$ cat src/rtl/sd_spi_cmd_master.sv
// SD card SPI-mode command engine: sends one 48-bit command frame and
// polls for the R1 response byte, or times out.
//
// state  | meaning
// IDLE   | waiting for start, SPI pins idle
// SEND   | shifting the 48-bit command frame out on mosi
// RESP   | clocking response bytes in until bit7=0 or NCR_MAX bytes
// FINISH | one-cycle done/timeout pulse, then release the bus
module sd_spi_cmd_master #(
  parameter int CLK_DIV      = 4,
  parameter int NCR_MAX      = 8,
  parameter int COMMAND_SIZE = 6
) (
  input  logic        clk,
  input  logic        rst,
  input  logic        start,
  input  logic [5:0]  cmd_index,
  input  logic [31:0] cmd_arg,
  input  logic [6:0]  cmd_crc,
  output logic        busy,
  output logic        done,
  output logic        timeout,
  output logic [7:0]  resp,
  output logic        sclk,
  output logic        mosi,
  input  logic        miso,
  output logic        cs_n
);

  localparam int FRAME_W = COMMAND_SIZE * 8;
  localparam int DIV_W   = (CLK_DIV > 1) ? $clog2(CLK_DIV) : 1;
  localparam int BYTE_W  = (NCR_MAX > 1) ? $clog2(NCR_MAX + 1) : 1;

  localparam logic [DIV_W-1:0]  DIV_TC     = DIV_W'(CLK_DIV - 1);
  localparam logic [BYTE_W-1:0] BYTE_LAST  = BYTE_W'(NCR_MAX - 1);
  localparam logic [5:0]        FRAME_LAST = 6'(FRAME_W - 1);

  localparam logic [1:0] S_IDLE   = 2'd0;
  localparam logic [1:0] S_SEND   = 2'd1;
  localparam logic [1:0] S_RESP   = 2'd2;
  localparam logic [1:0] S_FINISH = 2'd3;

  logic [1:0]         state;
  logic [FRAME_W-1:0] frame;
  logic [DIV_W-1:0]   div_cnt;
  logic [5:0]         bit_cnt;
  logic [BYTE_W-1:0]  byte_cnt;
  logic [7:0]         rx_sh;

  logic [FRAME_W-1:0] frame_in;
  logic [7:0]         rx_next;
  logic               running;
  logic               tick;
  logic               sclk_rise;
  logic               sclk_fall;

  assign frame_in  = {2'b01, cmd_index, cmd_arg, cmd_crc, 1'b1};
  assign rx_next   = {rx_sh[6:0], miso};
  assign running   = (state == S_SEND) || (state == S_RESP);
  assign tick      = running && (div_cnt == DIV_TC);
  assign sclk_rise = tick && !sclk;
  assign sclk_fall = tick && sclk;

  // Command/response sequencer, sclk divider and SPI pin drivers.
  always_ff @(posedge clk or posedge rst) begin
    if (rst) begin
      state    <= S_IDLE;
      frame    <= '0;
      div_cnt  <= '0;
      bit_cnt  <= '0;
      byte_cnt <= '0;
      rx_sh    <= '0;
      sclk     <= 1'b0;
      mosi     <= 1'b1;
      cs_n     <= 1'b1;
      busy     <= 1'b0;
      done     <= 1'b0;
      timeout  <= 1'b0;
      resp     <= 8'hFF;
    end else begin
      if (running) begin
        if (tick) begin
          div_cnt <= '0;
          sclk    <= ~sclk;
        end else begin
          div_cnt <= div_cnt + 1'b1;
        end
      end

      case (state)
        S_IDLE: begin
          done    <= 1'b0;
          timeout <= 1'b0;
          if (start) begin
            frame    <= frame_in;
            mosi     <= frame_in[FRAME_W-1];
            cs_n     <= 1'b0;
            busy     <= 1'b1;
            div_cnt  <= '0;
            sclk     <= 1'b0;
            bit_cnt  <= '0;
            byte_cnt <= '0;
            state    <= S_SEND;
          end
        end

        S_SEND: begin
          if (sclk_fall) begin
            if (bit_cnt == FRAME_LAST) begin
              mosi     <= 1'b1;
              bit_cnt  <= '0;
              byte_cnt <= '0;
              state    <= S_RESP;
            end else begin
              // frame[MSB] is already on the wire, so the next bit is one below it
              mosi    <= frame[FRAME_W-2];
              frame   <= {frame[FRAME_W-2:0], 1'b1};
              bit_cnt <= bit_cnt + 1'b1;
            end
          end
        end

        S_RESP: begin
          if (sclk_rise) begin
            rx_sh <= rx_next;
            if (bit_cnt == 6'd7) begin
              bit_cnt  <= '0;
              byte_cnt <= byte_cnt + 1'b1;
              if (!rx_next[7]) begin
                resp  <= rx_next;
                done  <= 1'b1;
                state <= S_FINISH;
              end else if (byte_cnt == BYTE_LAST) begin
                resp    <= 8'hFF;
                timeout <= 1'b1;
                state   <= S_FINISH;
              end
            end else begin
              bit_cnt <= bit_cnt + 1'b1;
            end
          end
        end

        default: begin
          done     <= 1'b0;
          timeout  <= 1'b0;
          sclk     <= 1'b0;
          mosi     <= 1'b1;
          cs_n     <= 1'b1;
          busy     <= 1'b0;
          div_cnt  <= '0;
          bit_cnt  <= '0;
          byte_cnt <= '0;
          state    <= S_IDLE;
        end
      endcase
    end
  end

endmodule
$ cat config.mk
export PLATFORM = sky130hd
export DESIGN_NAME = sd_spi_cmd_master
export DESIGN_NICKNAME = d
export VERILOG_FILES = /design/src/rtl/sd_spi_cmd_master.sv
export SDC_FILE = /design/constraint.sdc
export NUM_CORES = 1
export LEC_CHECK = 0
export BUFFER_PORTS_ARGS = -buffer_cell sky130_fd_sc_hd__buf_2
export CORE_ASPECT_RATIO = 2
export CORE_MARGIN = 10
export CORE_UTILIZATION = 57
export CTS_CLUSTER_SIZE = 24
export DETAILED_ROUTE_END_ITERATION = 6
export PLACE_DENSITY = 0.84
export SLEW_MARGIN = 20
export SYNTH_ARGS = -nofsm -noshare
export SYNTH_HDL_FRONTEND = slang
export SYNTH_SLANG_ARGS = --single-unit
$ cat constraint.sdc
create_clock -name clk -period 3.3 [get_ports clk]
set_clock_uncertainty 0.05 [all_clocks]
set_input_delay 0.825 -clock clk [delete_from_list [all_inputs] [get_ports clk]]
set_output_delay 0.825 -clock clk [all_outputs]
set_load 0.01 [all_outputs]
# Yosys cells after proc, flatten, opt, wreduce, memory -nomap -nowiden
# Index checks and enable logic that the tools add are counted.
[op_classes]
n_reduce_logical = 18
n_mux = 50
n_eq_ne = 17
bitwise_logic = 4
addsub = 3
[op_table]
columns = ["cell", "count"]
rows = [
  ["47-bit two-way mux", 3],
  ["47-bit one-hot mux with 2 select lines", 1],
  ["6-bit two-way mux", 5],
  ["2-bit two-way mux", 10],
  ["4-bit two-way mux", 5],
  ["6-bit one-hot mux with 3 select lines", 1],
  ["8-bit two-way mux", 2],
  ["1-bit two-way mux", 14],
  ["2-bit != test, second input constant", 6],
  ["4-bit one-hot mux with 3 select lines", 1],
  ["4-bit AND reduction", 3],
  ["1-bit one-hot mux with 2 select lines", 5],
  ["5-bit AND reduction", 2],
  ["2-bit by 1-bit != test with 1-bit output, second input constant", 4],
  ["6-bit by 1-bit adder with 6-bit output, second input constant", 1],
  ["6-bit by 3-bit == test with 1-bit output, second input constant", 1],
  ["6-bit == test, second input constant", 1],
  ["2-bit one-hot mux with 3 select lines", 1],
  ["3-bit AND reduction", 2],
  ["6-bit AND reduction", 1],
  ["4-bit by 1-bit adder with 4-bit output, second input constant", 1],
  ["2-bit == test, second input constant", 2],
  ["4-bit by 3-bit == test with 1-bit output, second input constant", 1],
  ["1-bit inverter", 4],
  ["other kinds (12)", 15],
]
[word_totals]
output_inout_bits = 14
wordCells = 105
regBits = 82

# Depth between registers and ports, before layout
# Gate-level depths: netlist of the first run.
[depth]
word_depth = 7
mapped_depth = 9
depth_no_buf = 6

# Worst setup path after synthesis of the first run
# Ideal clock, no wire load.
[synth_timing]
path_kind = "input to register"
startpoint = "in start"
endpoint = "reg frame[1]"
slack_ps = 1157
stages = 7
arrival_ps = 1965
cell_sequence = "nor2b_1 clkbuf_2 a21o_2 a21oi_2 buf_6 buf_6 mux2_1"
[synth_between]
elab_chain_len = 2
[synth_lines]
columns = ["item", "line_no", "source"]
rows = [
  ["start: declaration", "16", "input logic start,"],
  ["2-bit != test (no source line)", "--", ""],
  ["4-bit AND reduction (no source line)", "--", ""],
  ["end signal: assignment", "95", "frame <= frame_in;"],
  ["end signal: assignment", "117", "frame <= {frame[FRAME_W-2:0], 1'b1};"],
  ["end: declaration", "44", "logic [FRAME_W-1:0] frame;"],
]
# Every way passes these cells.
# A chain may end at the register's enable or synchronous reset.

# Worst setup path after layout of the first run
[layout_timing]
startpoint = "reg state[1]"
endpoint = "reg frame[10]"
[layout_between]
elab_chain_len = 6
elab_cells_between_ends = 12
cone_classes = "5 x eq/ne; 1 x mux; 6 x reduce/logical"
[layout_lines]
columns = ["item", "line_no", "source"]
rows = [
  ["start: declaration", "43", "logic [1:0] state;"],
  ["start signal: assignment", "67", "state <= S_IDLE;"],
  ["start signal: assignment", "103", "state <= S_SEND;"],
  ["start signal: assignment", "113", "state <= S_RESP;"],
  ["2-bit by 1-bit == test with 1-bit output / 2-bit == test (equally long branches)", "59, 90", ""],
  ["1-bit logical OR", "59", "assign running = (state == S_SEND) || (state == S_RESP);"],
  ["1-bit logical AND", "60", "assign tick = running && (div_cnt == DIV_TC);"],
  ["1-bit logical AND", "62", "assign sclk_fall = tick && sclk;"],
  ["2-bit != test (no source line)", "--", ""],
  ["4-bit AND reduction (no source line)", "--", ""],
]
# Parallel ways exist; a longest one is shown, timed or not.

==> reports/results.ini, run 1 <==
[timing]
setup_violations = 0
slew_violations = 0
fin_worst_hold_slack_ps = 430.5
tns_ps = 0
fin_crit_sh = 0.7791
min_period_ps = 2571
tightest_slew_ps = 676.1
rsz0062_at_grt = no
hold_violations = 0
max-slew-margin-rel = 0.5493
max_clock_freq_ghz = 0.3890

[power]
p_sw_frac = 0.2013
p_leak_nw = 2.055
p_per_area_nw_per_um2 = 452.1
comb_power_share = 0.043
vdd_ir_drop_max_v = 0.0004178
netSwitchingPower_uw = 440.4
pwr-share-seq = 0.478
p_int_mw = 1.747
finalPower_mw = 2.187
clockPowerShare = 0.479

[placement]
gp_congestion = 0.8573
dp_hpwl_mm = 5.830
io_buffers = 62

[synth]
syn_nets = 373
yosysUniqueCellTypes = 56
syn_area_um2 = 4153
synth_compound_area_frac = 0.1027
synth.area.mux_share = 0.2682
synth_area_leaders = dfrtp_1 (43%), mux2_2 (19%), mux2_1 (7.6%)
synth_fa_ha_area_frac = 0.02109
async_flop_share = 1.000
yosysTopAreaCell = dfrtp_1
ys_warn_count = 0
synth_edf_count = 0
synth_seq_cells = 82
yosys.area_share.simple = 0.07382
ys_seq_area_frac = 0.4971
ys.flop_type = dfrtp_1
synth_top_family_by_area = multiplexers
netlist_instances = 317
synth_top_area_frac = 0.4339
avgSynthCellArea_um2 = 13.10
synth_xor_xnor_area_share = 0.002109

[worst_setup_path]
critPathSlowestCell = ha_1
worstPathArrival_ps = 2740
cp_top_family = adder cells
path_cells = inv_1 > ha_1 > nand3_4 > a21o_2 > a21oi_4 > buf_12 > mux2_1
crit_path_end_kind = flip-flop
start_kind = flip-flop
reg2reg_slack_ps = 730
cp_slowest_stage_delay_ps = 650
critical_path_buf_inv_count = 2
critPathRequiredTime_ps = 3470
crit_type = reg -> reg
crit_path_max_fanout = 47

[floorplanning]
die_width_um = 80.36
rows = 44
die_area_um2 = 11310
ios = 63
die_h_um = 140.7
initial_core_util = 0.5802
fp.coreArea_um2 = 7157

[detailed_routing]
vias = 2728
ant_nets = 0
drtIter0Drc = 140
drc_errors = 0
routed_via_density = 5.780
firstDrtPassIters = 5
drt_wl_total_mm = 8.093
post_drt_wl_per_cell_um = 17.15

[clock_tree]
clockBufferDepth = 2
cts_buffers = 9
cts_setup_buffers = 0
clock_sinks = 82
cts_hold_repair.buffers = 0
cts_resized = 0
htree_levels = 3
cts_tree = done
cts-root-buf = clkbuf_16
clk_pin_slew_worst_paths_ps = 60
insertion_delay_ps = 340

[global_routing]
grt_use_total = 0.1521
grt_max_degree = 48
antenna_found_initial = 0
grt_pass1_wl_mm = 13.80
overflow = 0
grt_pass1_vias = 2870

[layout]
drive_above_1_share = 0.4579
diodes = 0
syn_to_final_growth_pct = 16.51
nets = 431

[outcome]
status = completed

[hold_path]
hold_path.class = reg -> reg

[run]
maxCapViolCount = 0

## cell families (layout without fill, tap and decap cells)
group | Yosys count | after routing
AOI/OAI and AO/OA | 54 | 54
and+or+nand+nor | 48 | 48
xor gates and xnor gates | 1 | 1
buffers and inverters | 26 | 89
adders and majority gates | 7 | 7
muxes | 99 | 99
DFF | 82 | 82
## per-stage QoR
stage	util	worst slack [ps]	cells	instance area, um2
floorplan	-	333.1	317	4153
global placement	0.6318	879.0	456	4522
detailed placement	0.6318	750.9	456	4522
CTS	0.6760	728.7	472	4838
global route	0.6760	590.2	472	4838
finish	0.6760	729.1	472	4838
## worst paths after layout
kind / startpoint / end / cells past startpoint
worst max-delay path: state[1] / frame[10] / 7
worst min-delay path: frame[23] / frame[23] / 1
worst max register to register: state[1] / frame[10] / 7
worst min register to register: frame[23] / frame[23] / 1
max in group asynchronous: rst / resp[0] / 3
min in group asynchronous: rst / frame[12] / 2
## worst register-to-register path, delay by kind of cell, from the launching register on
family | cells | cell delay (ps)
AND/OR/NAND/NOR | 1 | 170
multiplexers | 1 | 380
AO/OA/AOI/OAI | 2 | 470
flip-flops | 1 | 390
buffers and inverters | 2 | 340
adder cells (fa/ha/maj) | 1 | 650
## sequential cells by signal (all words and copies together), names as in the netlist
signal and count:
resp 8, done 1, frame 47, busy 1
rx_sh 7, state 2, bit_cnt 6, cs_n 1
sclk 1, timeout 1, div_cnt 2, mosi 1
byte_cnt 4
## layout make-up
class,count,area [um2]
inverter,8,31.28
tap,92,115.1
sequential,82,2064
timing repair buffer,65,357.8
fill,546,2318
clock buffer,9,225.2
multi-input combinational,209,1953
clock inverter,7,91.34
## cell usage after synthesis (2+ instances only)
library cell  count
and3b_1           2
o311ai_1          3
buf_8             2
ha_1              7
o21ai_1           2
dfrtp_1          72
buf_2             4
inv_1             8
nor2_1            4
nor3_1            2
nand3b_1          5
dfstp_2          10
nand2b_1          3
or2_2             2
o211ai_1          2
o22ai_1           3
clkbuf_1          6
a21oi_1           5
o22a_1           10
o21a_1            2
mux2_2           70
a31oi_1           3
buf_6             2
nand2_1          13
o21ai_0          10
buf_1             2
nand3_1           5
a211o_1           2
mux2_1           28
nor2b_1           2
## power groups by stage
stage / clock network [mW] / registers, mW / logic (mW)
floorplan: 0 / 1.06 / 0.0539
detailed placement: 0 / 1.06 / 0.0969
finish: 1.05 / 1.04 / 0.0941
CTS: 1.08 / 1.04 / 0.0975
global placement: 0 / 1.06 / 0.0926
global route: 1.12 / 1.05 / 0.107
## routing by layer
layer  wire length (um)  GRT usage  part of all wire
met5                  0          0                 0
met4                223    0.07183             0.028
met3                517    0.05732             0.064
met2               4056     0.2369              0.50
met1               3296     0.1775              0.41
## layout by cell type, fill, tap and decap left out, drive strengths merged, types with 3 or more instances in the layout
master / synthesis / layout
a21oi: 6 / 6
a31oi: 3 / 3
buf: 11 / 65
clkbuf: 7 / 9
clkinv: 0 / 4
dfrtp: 72 / 72
dfstp: 10 / 10
ha: 7 / 7
inv: 8 / 8
mux2: 98 / 98
nand2: 13 / 13
nand2b: 3 / 3
nand3: 7 / 7
nand3b: 5 / 5
nor2: 4 / 4
o21ai: 12 / 12
o22a: 10 / 10
o22ai: 3 / 3
o311ai: 3 / 3
No activity file was read; power rests on OpenSTA's default activity.
==> inputs of run 2 (changes only) <==
Settings changed: CORE_UTILIZATION 57 to 51, PLACE_DENSITY 0.84 to 0.8.
Clock period 3.3 ns to 2.14 ns, I/O delays scaled along.
==> reports/results.ini, run 2 (synthesis results as in run 1) <==
[floorplanning]
initial_core_util = 0.5228
rows = 46
fp.coreArea_um2 = 7943
die_h_um = 147.6
die_area_um2 = 12370
ios = 63
die_width_um = 83.81

[layout]
nFillCells = 623
nets = 455
largest-register = frame
syn_to_final_growth_pct = 22.93
final_cell_mix = dfrtp_1 (72), mux2_2 (70), buf_2 (62)
final_common_cell = dfrtp_1
largest_reg_flops = 47
drive_above_1_share = 0.4975
largestRegisters = frame (47), resp (8), rx_sh (7)
finish.utilization = 0.6427
diodes = 0
stdcell_area_um2 = 5105

[timing]
slew_violations = 0
fin_crit_sh = 0.9714
setup_violations = 0
min_period_ps = 2079
tightest_slew_ps = 449.7
tns_ps = 0
max_clock_freq_ghz = 0.4811
hold_violations = 0
rsz0062_at_grt = no
max-slew-margin-rel = 0.6996

[clock_tree]
insertion_delay_ps = 340
cts_tree = done
clockBufferDepth = 2
cts_hold_repair.buffers = 0
clock_sinks = 82
htree_levels = 3
cts_buffers = 9
clk_pin_slew_worst_paths_ps = 60
cts-root-buf = clkbuf_16

[detailed_routing]
drc_errors = 0
routed_via_density = 5.642
drt_wl_total_mm = 9.050
firstDrtPassIters = 5
drtIter0Drc = 225
ant_nets = 0
post_drt_wl_per_cell_um = 18.10
vias = 2821

[global_routing]
overflow = 0
grt_max_degree = 64
antenna_found_initial = 0
grt_pass1_wl_mm = 15.26
grt_pass1_vias = 3215
grt_use_total = 0.1495

[power]
p_leak_nw = 2.183
vdd_ir_drop_max_v = 0.0005960
finalPower_mw = 3.383
p_per_area_nw_per_um2 = 662.8

[outcome]
status = completed

[worst_setup_path]
r2r-end = state[1]
critPathRequiredTime_ps = 2310
crit_type = reg -> reg
start_kind = flip-flop
crit_path_end_kind = flip-flop
reg2reg_depth = 5
reg2reg_slack_ps = 60
r2r_start = bit_cnt[0]
crit_path_max_fanout = 6
worstPathArrival_ps = 2240

[run]
maxCapViolCount = 0

[placement]
io_buffers = 62
gp_congestion = 0.8566
place_area_um2 = 4727
dp_hpwl_mm = 6.739

[hold_path]
hold_path.class = in -> async

==> run 2: changes by cell type in the layout (fill, tap and decap cells not counted), moves of 2 or more <==
cell / delta
clkinvlp_4: +2
ha_1: -2
buf_4: +21
buf_12: +2
clkbuf_8: +4
clkinv_2: -4
ha_4: +2
==> run 2: area by class of cell <==
class | instances | area [um2] | area share
multi-input combinational | 209 | 1994 | 0.3907
inverter | 8 | 33.78 | 0.006618
timing repair buffer | 89 | 566.8 | 0.1110
clock buffer | 13 | 280.3 | 0.05490
tap | 96 | 120.1 | 0.02353
sequential | 82 | 2064 | 0.4044
clock inverter | 3 | 45.04 | 0.008824
==> run 2: where the power goes <==
group	internal [mW]	leakage [nW]	total (mW)	switching (mW)
Clock	1.03	0.154	1.62	0.594
Sequential	1.59	0.934	1.61	0.0185
Combinational	0.0857	1.10	0.149	0.0634
==> run 2: per-stage QoR <==
| step | std cells | setup slack [ps] | hold slack, ps |
|---|---|---|---|
| final | 500 | 61.23 | 228.7 |
| after global routing | 500 | 11.90 | 259.7 |
| after CTS | 499 | 29.36 | 231.4 |
| after detailed placement | 483 | 56.03 | 405.3 |
| after global placement | 483 | 106.8 | 400.3 |
| after floorplan | 317 | 42.05 | 383.4 |
==> run 2: worst max-delay path, stage by stage (launching register included) <==
cell and delay [ps]:
dfrtp_1 390, ha_2 250, nand4bb_1 240, a211o_1 350, a211oi_2 310, mux2_2 370
==> run 2: routing by layer <==
layer	part of all wire	GRT usage	vias up	routed length, um
met1	0.35	0.1426	1396	3164
met3	0.036	0.02972	20	330
li1	-	-	1335	-
met2	0.59	0.2866	70	5310
met4	0.027	0.07997	0	244
met5	0	0	-	0
==> run 2: worst max-delay path by stage <==
stage / depth (start not counted) / to / from
6_report: 5 / state[1] / bit_cnt[0]
5_1_grt: 7 / byte_cnt[3] / state[1]
4_1_cts: 7 / byte_cnt[3] / state[0]
3_5_place_dp: 5 / state[1] / bit_cnt[0]
3_3_place_gp: 6 / state[1] / state[0]
2_1_floorplan: 9 / frame[1] / state[0]
==> run 2: what timing repair did <==
action                     4_1_cts  5_1_grt
setup endpoints to repair        0       55
gates resized for setup          0        7
buffers inserted                 0        1
